## src/rtl/fir_avg_out_stage.sv

```systemverilog
// fir_avg_out_stage: divides the 4-tap FIR sum by four with round-half-up,
// discards the warm-up samples, and queues results in a small FWFT FIFO.
module fir_avg_out_stage #(
  parameter int w      = 16,
  parameter int DEPTH  = 4,
  parameter int WARMUP = 4
) (
  input  logic                       clk,
  input  logic                       reset_n,
  input  logic                       clr,
  input  logic signed [w+1:0]        s,
  input  logic                       s_valid,
  output logic signed [w-1:0]        m_data,
  output logic                       m_valid,
  input  logic                       m_ready,
  output logic [$clog2(DEPTH):0]     count,
  output logic                       ovf,
  output logic [7:0]                 drop_cnt
);

  localparam int PW  = $clog2(DEPTH);
  localparam int CW  = PW + 1;
  localparam int WCW = (WARMUP > 1) ? $clog2(WARMUP) : 1;

  localparam logic [WCW-1:0]       WARM_LAST = WCW'((WARMUP > 0) ? WARMUP - 1 : 0);
  localparam logic [CW-1:0]        FULL_CNT  = CW'(DEPTH);
  localparam logic signed [w+1:0]  S_MAX     = (w+2)'((2 ** (w + 1)) - 4);

  typedef enum logic {WARM, RUN} state_t;

  // With no warm-up samples to discard the stage starts straight in RUN.
  localparam state_t INIT_STATE = (WARMUP == 0) ? RUN : WARM;

  state_t               state, state_next;
  logic [WCW-1:0]       warm_cnt, warm_next;
  logic [PW-1:0]        wr_ptr, rd_ptr, rd_next;
  logic [CW-1:0]        count_next;
  logic signed [w-1:0]  mem [DEPTH];
  logic signed [w-1:0]  head_next;
  logic signed [w+1:0]  rounded;
  logic signed [w-1:0]  avg;
  logic                 run, full, pop, push, drop;

  // Round-half-up divide by four: add half an LSB of the result, then shift
  // arithmetically so negative sums round towards +infinity on ties.
  assign rounded = s + $signed((w+2)'(2));
  assign avg     = w'(rounded >>> 2);

  assign run     = (state == RUN);
  assign m_valid = (count != '0);
  assign full    = (count == FULL_CNT);
  assign pop     = m_valid & m_ready;
  assign push    = run & s_valid & (~full | pop);
  assign drop    = run & s_valid & full & ~pop;
  assign rd_next = rd_ptr + PW'(pop);

  // Occupancy and the next FIFO head; the head is registered so m_data never
  // depends combinationally on s, and it holds its last value when empty.
  always_comb begin
    count_next = count;
    head_next  = m_data;
    case ({push, pop})
      2'b10:   count_next = count + 1'b1;
      2'b01:   count_next = count - 1'b1;
      default: count_next = count;
    endcase
    if (count_next != '0) begin
      if (push && (wr_ptr == rd_next)) begin
        head_next = avg;
      end else begin
        head_next = mem[rd_next];
      end
    end
  end

  // Warm-up sequencer: counts discarded samples, the last one moves to RUN.
  always_comb begin
    state_next = state;
    warm_next  = warm_cnt;
    case (state)
      WARM: begin
        if (s_valid) begin
          if (warm_cnt == WARM_LAST) begin
            state_next = RUN;
            warm_next  = '0;
          end else begin
            warm_next = warm_cnt + 1'b1;
          end
        end
      end
      RUN: begin
        state_next = RUN;
      end
      default: begin
        state_next = INIT_STATE;
      end
    endcase
    if (clr) begin
      state_next = INIT_STATE;
      warm_next  = '0;
    end
  end

  // State register for the warm-up sequencer.
  always_ff @(posedge clk or negedge reset_n) begin
    if (!reset_n) begin
      state    <= INIT_STATE;
      warm_cnt <= '0;
    end else begin
      state    <= state_next;
      warm_cnt <= warm_next;
    end
  end

  // FIFO storage; deliberately not cleared by reset or clr.
  always_ff @(posedge clk) begin
    if (push && !clr) begin
      mem[wr_ptr] <= avg;
    end
  end

  // Pointers, occupancy, head register and overflow bookkeeping; clr wins
  // over any push or pop in the same cycle.
  always_ff @(posedge clk or negedge reset_n) begin
    if (!reset_n) begin
      wr_ptr   <= '0;
      rd_ptr   <= '0;
      count    <= '0;
      m_data   <= '0;
      ovf      <= 1'b0;
      drop_cnt <= '0;
    end else if (clr) begin
      wr_ptr   <= '0;
      rd_ptr   <= '0;
      count    <= '0;
      ovf      <= 1'b0;
      drop_cnt <= '0;
    end else begin
      if (push) begin
        wr_ptr <= wr_ptr + 1'b1;
      end
      rd_ptr <= rd_next;
      count  <= count_next;
      m_data <= head_next;
      if (drop) begin
        ovf <= 1'b1;
        if (drop_cnt != 8'hFF) begin
          drop_cnt <= drop_cnt + 1'b1;
        end
      end
    end
  end

  // Sums above 2^(w+1)-4 cannot come from four in-range taps and would wrap.
  s_range_check: assert property (@(posedge clk) disable iff (!reset_n)
                                   s_valid |-> (s <= S_MAX));

endmodule
```

## config.mk

```make
export PLATFORM = sky130hd
export DESIGN_NAME = fir_avg_out_stage
export DESIGN_NICKNAME = d
export VERILOG_FILES = /design/src/rtl/fir_avg_out_stage.sv
export SDC_FILE = /design/constraint.sdc
export NUM_CORES = 1
export LEC_CHECK = 0
export BUFFER_PORTS_ARGS = -buffer_cell sky130_fd_sc_hd__buf_2
export CAP_MARGIN = 10
export CORE_MARGIN = 3
export CORE_UTILIZATION = 35
export DETAILED_ROUTE_END_ITERATION = 10
export GPL_TIMING_DRIVEN = 1
export HOLD_SLACK_MARGIN = 0.08
export PLACE_DENSITY = 0.57
export SLEW_MARGIN = 40
export SYNTH_ARGS = -nofsm -noshare
export SYNTH_HDL_FRONTEND = slang
export SYNTH_SLANG_ARGS = --single-unit
```

## constraint.sdc

```tcl
create_clock -name clk -period 3.9 [get_ports clk]
set_input_delay 0.195 -clock clk [delete_from_list [all_inputs] [get_ports clk]]
set_output_delay 0.195 -clock clk [all_outputs]
set_load 0.005 [all_outputs]
```

# Word-level counts from Yosys, hierarchy flattened
# Memories as Yosys holds them, arrays and structs flattened. A register that Yosys moved wholly into a read port is not among the register bits.
# Index checks and enable logic that the tools add are counted.
# word_totals
in_bits,23
reg_bits,19
romBits,0
ramBits,64
latch_bits,0
n_memories,1
# op_classes
reduce_logical,12
div_mod_pow,0
bitwise_logic,10
mul,0
n_addsub,7
muxes,20
eq_ne,6
magnitude_cmp,0
shifts,0
# mem_list
name,depth,width,rd,rd_clocked_by_memory_dff,write_ports,line,rtl
mem,4,16,1,1,1,38,logic signed [w-1:0] mem [DEPTH];
# ops
cell,count
8-bit 2-to-1 mux,3
"18-bit by 3-bit adder with 18-bit output, second input constant",1
2-bit 2-to-1 mux,7
"8-bit by 1-bit adder with 8-bit output, second input constant",1
"8-bit inequality test, second input constant",1
2-bit nonzero test,4
1-bit 2-to-1 mux,7
3-bit case mux with 2 select lines,1
2-bit AND reduction,3
3-bit nonzero test,2
1-bit AND,5
"2-bit by 1-bit adder with 2-bit output, second input constant",2
"2-bit == test, second input constant",2
1-bit NOT,4
"3-bit by 1-bit adder with 3-bit output, second input constant",1
"3-bit == test, second input constant",1
3-bit 2-to-1 mux,1
"3-bit by 1-bit subtractor with 3-bit output, second input constant",1
2-bit by 1-bit adder with 2-bit output,1
"2-bit by 1-bit == test with 1-bit output, second input constant",1
1-bit logical NOT,2
"2-bit inequality test, second input constant",1
1-bit case mux with 2 select lines,1
1-bit logical AND,1
1-bit bitwise OR,1

# Logic depth before layout (Yosys ltp)
# Gate-level depths: netlist of run 1.
# depth
depth_word,8
depth_mapped,10
mapped_depth_nobuf,8

# Least setup slack after synthesis of run 1
# Ideal clock, no wire load.
# synth_timing
kind,register -> register
from,reg count[2]
to,"reg m_data[4], read port of mem"
path_stages_with_launch,10
t_arrival_ns,2.914
setup_time_ns,0.125
slack_ns,0.861
path_buffers,3
required_time_ns,3.775
path_cell_list,dfrtp_1 -> clkbuf_1 -> nor3_1 -> nor2b_1 -> ha_1 -> buf_6 -> dlymetal6s2s_1 -> mux4_1 -> mux2_4 -> mux2_4
# synth_between
elab_chain_len,8
# synth_lines
item,line,rtl
from (decl),16,"output logic [$clog2(DEPTH):0] count,"
from (signal assigned),143,count <= count_next;
3-bit nonzero test / 3-bit == test (equally long branches),"50, 51",
1-bit AND / 1-bit NOT (equally long branches),"52, 53",
1-bit bitwise OR,53,assign push = run & s_valid & (~full | pop);
1-bit AND,53,
2-bit by 1-bit == test with 1-bit output / 2-bit == test (equally long branches),62,"case ({push, pop})"
3-bit case mux with 2 select lines,62,
3-bit nonzero test,67,if (count_next != '0) begin
2-bit AND reduction (no source line),--,
to (decl),13,"output logic signed [w-1:0] m_data,"
# Parallel ways exist; a longest one is shown, timed or not.
# A chain may end at the register's enable or synchronous reset.

# Worst setup path in the final report of run 1
# layout_timing
from,reg count[2]
to,"reg m_data[7], read port of mem"
# Same word-level chain as after synthesis.

==> impl_results.md, run 1 <==
- Critical Path Source Type: flip-flop
- R2r endpoint: m_data[7]
- # nets final: around 400
- Top cell type's share of synthesized area: between 40% and 50%
- H-tree depth: 3
- Ys async rst share: roughly 35%
- Post-CTS Repair Setup Buffers: 0
- First-pass detailed-route iteration total: 4
- Fin util: between 40 and 50%
- Syn Inst Count: 311
- GRT Residual Overflow: 0
- Min Tclk post-route: 3.27 ns
- Met3 Use GR: ~4.3%
- Hold_buf cts: 1
- Routed Antenna Nets: 0
- Critical path required time: roughly 4.1 ns
- Post_cts resized: 0
- Most common library cells after synthesis: 64 x edfxtp_1, 35 x dfrtp_1, 22 x nor2_1
- Status: complete, no violations
- Die Y: around 120 um
- Crit path max fanout: 14
- # clock sinks: 99
- Final setup TNS: 0 ns
- Rel. slew slack: 51.0%
- # DRC: 0
- DP Wirelength: roughly 6200 um
- Most common cell in the synthesized netlist: edfxtp_1
- Final setup fails: 0
- Layout Area Growth over Synthesis: 15.3%
- Worst-path clk slew: around 0.06 ns
- ANT cells: 0
- Crit share post-route: between 80% and 90%
- HP Class: input pin to flip-flop
- Leakage power: approximately 0.0022 uW
- Worst reg2reg path depth: 10
- R2r setup slk: 0.63 ns
- Die X: between 100 and 150 um
- Largest net degree at the start of global routing: 36
- Syn_nets: approximately 340
- Final Wtd Congestion: between 0.7 and 0.8
- Crit path from: count[2]
- Wirelength per Cell: approximately 17 um
- Post-Synthesis Mean Instance Area: approximately 15 um^2
- GRT busiest layer: met2
- Crit path kind: flip-flop to flip-flop
- Fin. Hold Viols: 0
- Cell type with the largest total area after synthesis: edfxtp_1
- Worst-Margin Slew: approximately 0.73 ns
- Initial core utilization: between 30 and 40%
- Die area: ~15000 um^2
- Synth Flop Type: edfxtp_1
- Hold Path Cell Cnt: 3
- CTS Buf Count: 9
- Final Skew: between 0.006 and 0.007 ns
- Vias: between 2000 and 3000
- Core Footprint: between 10000 and 15000 um^2
- Reg2reg start: count[2]
- Io pins: between 50 and 60
- M1 GR Usage: between 10% and 20%
- Number of synthesized register bits: a little under 100
- Max Cap Violations: 0
- EDFF count, synth: 64
- PD cells: approximately 450 nW/um^2
- RSZ-0062 raised after global routing: no
- WL final: about 9200 um
- Synth area leaders: edfxtp_1 40%, dfrtp_1 18%, mux4_1 7.2%
- Slew Viols, Final: 0
- Highest Clock Rate: between 300 and 400 MHz
- CTS root buf: clkbuf_16
- YS warnings: 0
- First-pass GRT wire length: around 15000 um
- Clk_lat worst skew: around 0.35 ns
- Global-route usage over all layers: about an eighth
- Antenna violations before repair: 0
- Critical Path Sink: m_data[7]
- M2 GR Usage: 22.2%
- Initial DRC count: 195
- CP arrival: about 3.5 ns
- CTS Buffer Depth: 2
- Synth cell types: between 40 and 50
- Num rows: around 40
- Drt via density: approximately 4.9
- Number of global-route vias before repair: about 2800
- CTS tree: yes
- Crit. End Element: flip-flop
- Share of cells above drive strength 1: around 29%
- Peak supply drop: 0.344 mV
- Sequential share of the synthesized area: around three fifths
- Post-Syn Area: roughly 4800 um^2
- I/O Buffers: 50
## cell usage in the layout, fill, tap and decap left out, types with 7 or more instances in the layout
| cell type | Yosys | routed |
|---|---|---|
| edfxtp_1 | 64 | 64 |
| buf_2 | 1 | 49 |
| dfrtp_1 | 35 | 35 |
| nor2_1 | 22 | 22 |
| xnor2_1 | 15 | 15 |
| mux2_4 | 14 | 14 |
| mux4_1 | 13 | 13 |
| nand3_1 | 11 | 11 |
| inv_1 | 11 | 11 |
| xor2_1 | 10 | 10 |
| mux2i_1 | 10 | 10 |
| nand2_1 | 9 | 9 |
| nor3_1 | 9 | 9 |
| clkbuf_16 | 0 | 9 |
| ha_1 | 8 | 8 |
| a21oi_1 | 7 | 7 |
| mux2_2 | 7 | 7 |
## metrics by stage
| stage | power [uW] | area [um^2] | setup slack [ns] | std cells | hold WS [ns] |
|---|---|---|---|---|---|
| 6_report | 2450 | 5490 | 0.629 | 542 | 0.200 |
| 5_1_grt | 2570 | 5490 | 0.415 | 542 | 0.244 |
| 4_1_cts | 2500 | 5490 | 0.589 | 542 | 0.177 |
| 3_5_place_dp | 1530 | 5150 | 0.612 | 525 | 0.217 |
| 3_3_place_gp | 1520 | 5140 | 0.639 | 525 | 0.363 |
| 2_1_floorplan | 1390 | 4760 | 0.861 | 311 | -0.101 |
## worst min-delay path by stage
stage / startpoint / to / slack, ns
finish: s_valid / run / 0.20
global route: s_valid / run / 0.24
CTS: s_valid / run / 0.18
detailed placement: reset_n / m_data[7] / 0.22
global placement: reset_n / m_data[15] / 0.36
floorplan: reset_n / count[0] / -0.10
## cell families after synthesis
| logic type | after synthesis | share of synthesized area (%) |
|---|---|---|
| xor+xnor | 26 | 4.94 |
| fa+ha+maj | 9 | 2.52 |
| mux | 53 | 18.2 |
| flops | 99 | 58.8 |
| buf+inv | 23 | 3.21 |
| simple gates | 82 | 9.36 |
| compound gates | 19 | 2.97 |
## sequential cells by signal, summed over array words and instances, names as in the netlist
name	flops
count	3
drop_cnt	8
m_data	16
mem	64
ovf	1
rd_ptr	2
run	1
warm_cnt	2
wr_ptr	2
## cell type report
| cell class | count | area, um^2 |
|---|---|---|
| Multi-Input combinational cell | 189 | 1810 |
| Clock inverter | 6 | 87.6 |
| Inverter | 11 | 41.3 |
| Clock buffer | 10 | 239 |
| Fill cell | 1177 | 7490 |
| Timing Repair Buffer | 55 | 293 |
| Tap cell | 172 | 215 |
| Sequential cell | 99 | 2800 |
## per-layer routing
metal | part of all wire, % | vias to the layer above
li1 | - | 1285
met1 | 45 | 1331
met2 | 50 | 52
met3 | 4.2 | 8
met4 | 0.99 | 0
met5 | 0 | -
## worst max-delay path: stages, from the launching register on
cell	delay, ns
dfrtp_1	0.53
nor3_1	0.42
nor2b_1	0.10
ha_1	0.22
xor2_2	0.15
buf_4	0.20
and2_4	0.18
o211ai_4	0.51
buf_4	0.27
mux2_4	0.30
mux2_4	0.26
## power by group
part,internal (uW),leakage (uW),switching [uW],total [uW]
combinational,144,0.000989,115,260
sequential,1200,0.00104,37.6,1240
clock,580,0.000163,378,958
Note: power is estimated with default switching activity, not from simulation.
==> inputs of run 2 (changes only) <==
==> constraint.sdc (replaced) <==
create_clock -name clk -period 3.27 [get_ports clk]
set_input_delay 0.1635 -clock clk [delete_from_list [all_inputs] [get_ports clk]]
set_output_delay 0.1635 -clock clk [all_outputs]
set_load 0.005 [all_outputs]
==> run 2 against run 1 <==
- final cell count grew 1.7%
- global-route usage grew 0.21 points
- clock skew is essentially flat
- routed wire length grew 2.4%
- die area is the same
- setup slack lost 0.12 ns
- clock power grew 24%
- clock-buffer cell count is the same
- largest cell class unchanged
- sequential power grew 19%
- non-clock buffer count grew 9
- combinational power grew 20%
- critical path type unchanged
- first-iteration DRC count shrank 36%
==> impl_results.md, run 2 (synthesized netlist as in run 1, its figures left out) <==
- Highest Clock Rate: 362 MHz (+19%)
- Min-delay src: s_valid
- Clk_lat worst skew: 0.34 ns (about the same)
- Io pins: 52 (unchanged)
- Net Switching: 630 uW (+19%)
- Final Skew: 0.00653 ns (+0.000454 ns)
- Hold Crit Endpoint: run
- ANT cells: 0 (unchanged)
- R2r endpoint: m_data[7]
- Top flop regs: mem (64), m_data (16), drop_cnt (8)
- # nets final: 406 (+2.3%)
- Initial core utilization: 36.7% (unchanged)
- R2r setup slk: 0.51 ns (-0.12 ns)
- GRT Residual Overflow: 0 (unchanged)
- # DRC: 0 (unchanged)
- HP Class: input pin to flip-flop
- Clock network fraction of design power: 40.0% (+1.0 points)
- Worst reg2reg path depth: 8 (-2)
- Internal power: 2350 uW (+22%)
- Antenna violations before repair: 0 (unchanged)
- Multi-input gate area: 1810 um^2 (-0.28%)
- Combinational share of power: 10.4% (-0.2 points)
- Most flops, register: mem
- Post-CTS Repair Setup Buffers: 0 (unchanged)
- First-pass GRT wire length: 15200 um (+1.6%)
- Rel. slew slack: 49.1% (-1.9 points)
- Initial DRC count: 125 (-36%)
- Vias: 2758 (+3.1%)
- CP arrival: 2.98 ns (-0.52 ns)
- Hold_buf cts: 1 (unchanged)
- Peak supply drop: 0.239 mV (-31%)
- Min Tclk post-route: 2.76 ns (-0.511 ns)
- Layout Area Growth over Synthesis: 17.5%
- First-pass detailed-route iteration total: 4 (unchanged)
- Final instance count without filler cells: 551 (+1.7%)
- CTS root buf: clkbuf_16
- Critical path required time: 3.49 ns (-0.64 ns)
- Max reg flops: 64 (unchanged)
- Share of power burned in registers: 49.6% (-0.8 points)
- Hold Path Cell Cnt: 3 (unchanged)
- Fin. Hold Viols: 0 (unchanged)
- Final setup TNS: 0 ns (unchanged)
- Crit. End Element: flip-flop
- Num rows: 41 (unchanged)
- Worst-path clk slew: 0.07 ns (about the same)
- DP Wirelength: 6250 um (+1.4%)
- Die area: 15000 um^2 (unchanged)
- Die X: 123 um (unchanged)
- Switching Fraction: 21.2% (-0.47 points)
- # placed instances: 533 (+1.5%)
- WL final: 9370 um (+2.4%)
- RSZ-0062 raised after global routing: no
- Crit path max fanout: 9 (-5)
- Storage cell area: 2800 um^2 (unchanged)
- CTS Buf Count: 9 (unchanged)
- Largest net degree at the start of global routing: 36 (unchanged)
- Die Y: 123 um (unchanged)
- Wirelength per Cell: 17.0 um (+0.71%)
- Global-route usage over all layers: 13.5% (+0.21 points)
- CTS Buffer Depth: 2 (unchanged)
- Max Cap Violations: 0 (unchanged)
- I/O Buffers: 50 (unchanged)
- # clock sinks: 99 (unchanged)
- PD cells: 533 nW/um^2 (+19%)
- Status: complete, no violations
- Share of cells above drive strength 1: 29.0% (+0.38 points)
- Final worst slack: 0.510 ns (-0.119 ns)
- CTS tree: yes
- Drt via density: 5.01 (+1.4%)
- H-tree depth: 3 (unchanged)
- Post_cts resized: 0 (unchanged)
- Core Footprint: 13000 um^2 (unchanged)
- Crit share post-route: 84.4% (+0.54 points)
- Final setup fails: 0 (unchanged)
- Leakage power: 0.00225 uW (+2.7%)
- Fillers: 1167 (-0.85%)
- Final Wtd Congestion: 0.751 (-1.3%)
- Commonest non-fill, non-tap cell in the layout: edfxtp_1
- Fin util: 43.1% (+0.79 points)
- Commonest cells after routing, fill and taps aside: 64 x edfxtp_1, 49 x buf_2, 35 x dfrtp_1
- Critical Path Source Type: flip-flop
- Routed Antenna Nets: 0 (unchanged)
- Crit path kind: flip-flop to flip-flop
- Slew Viols, Final: 0 (unchanged)
- Number of global-route vias before repair: 2699 (-4.5%)
- Pre-CTS WS: 0.406 ns (-0.206 ns)
- Worst-Margin Slew: 0.759 ns (+0.0280 ns)
- Reg2reg start: count[1]
run 2: layer usage:
| metal | GRT usage, % | up-vias | wire length (um) |
|---|---|---|---|
| li1 | - | 1309 | - |
| met4 | 5.25 | 0 | 159 |
| met2 | 22.1 | 51 | 4610 |
| met3 | 2.35 | 12 | 316 |
| met5 | 0 | - | 0 |
| met1 | 18.1 | 1386 | 4280 |
run 2: area by class of cell:
cell class              count  area share, %
well taps                 172           3.85
multi-input cells         189           32.3
clock buffers              10           4.10
repair buffers             64           7.03
clock inverters             6           1.88
flip-flops and latches     99           50.1
inverters                  11          0.739
run 2: worst max path at each step:
| stage | end | cells past startpoint | startpoint | slack, ns |
|---|---|---|---|---|
| after global placement | m_data[14] | 8 | count[1] | 0.39 |
| after floorplan | m_data[4] | 9 | count[2] | 0.23 |
| final | m_data[7] | 8 | count[1] | 0.51 |
| after global routing | m_data[7] | 8 | count[1] | 0.32 |
| after detailed placement | m_data[14] | 8 | count[1] | 0.41 |
| after CTS | m_data[14] | 8 | count[1] | 0.39 |
run 2: power by group through the flow:
stage | logic, uW | registers [uW] | clock network [uW]
after floorplan | 152 | 1510 | 0
after global placement | 314 | 1500 | 0
after detailed placement | 318 | 1500 | 0
after CTS | 321 | 1480 | 1220
after global routing | 349 | 1490 | 1270
final | 311 | 1480 | 1190
run 2: critical path, cell delays in order, from the launching register on:
cell	delay (ns)
dfrtp_1	0.38
nor3_1	0.34
buf_4	0.19
nor2_1	0.05
fa_1	0.48
a311oi_1	0.30
a221o_2	0.41
buf_12	0.19
mux2_4	0.30
run 2: metrics by stage:
stage / power (uW) / hold slack (ns) / area, um^2
after floorplan: 1660 / -0.132 / 4760
after global placement: 1820 / 0.351 / 5230
after detailed placement: 1820 / 0.185 / 5230
after CTS: 3020 / 0.139 / 5570
after global routing: 3110 / 0.156 / 5590
final: 2980 / 0.152 / 5590
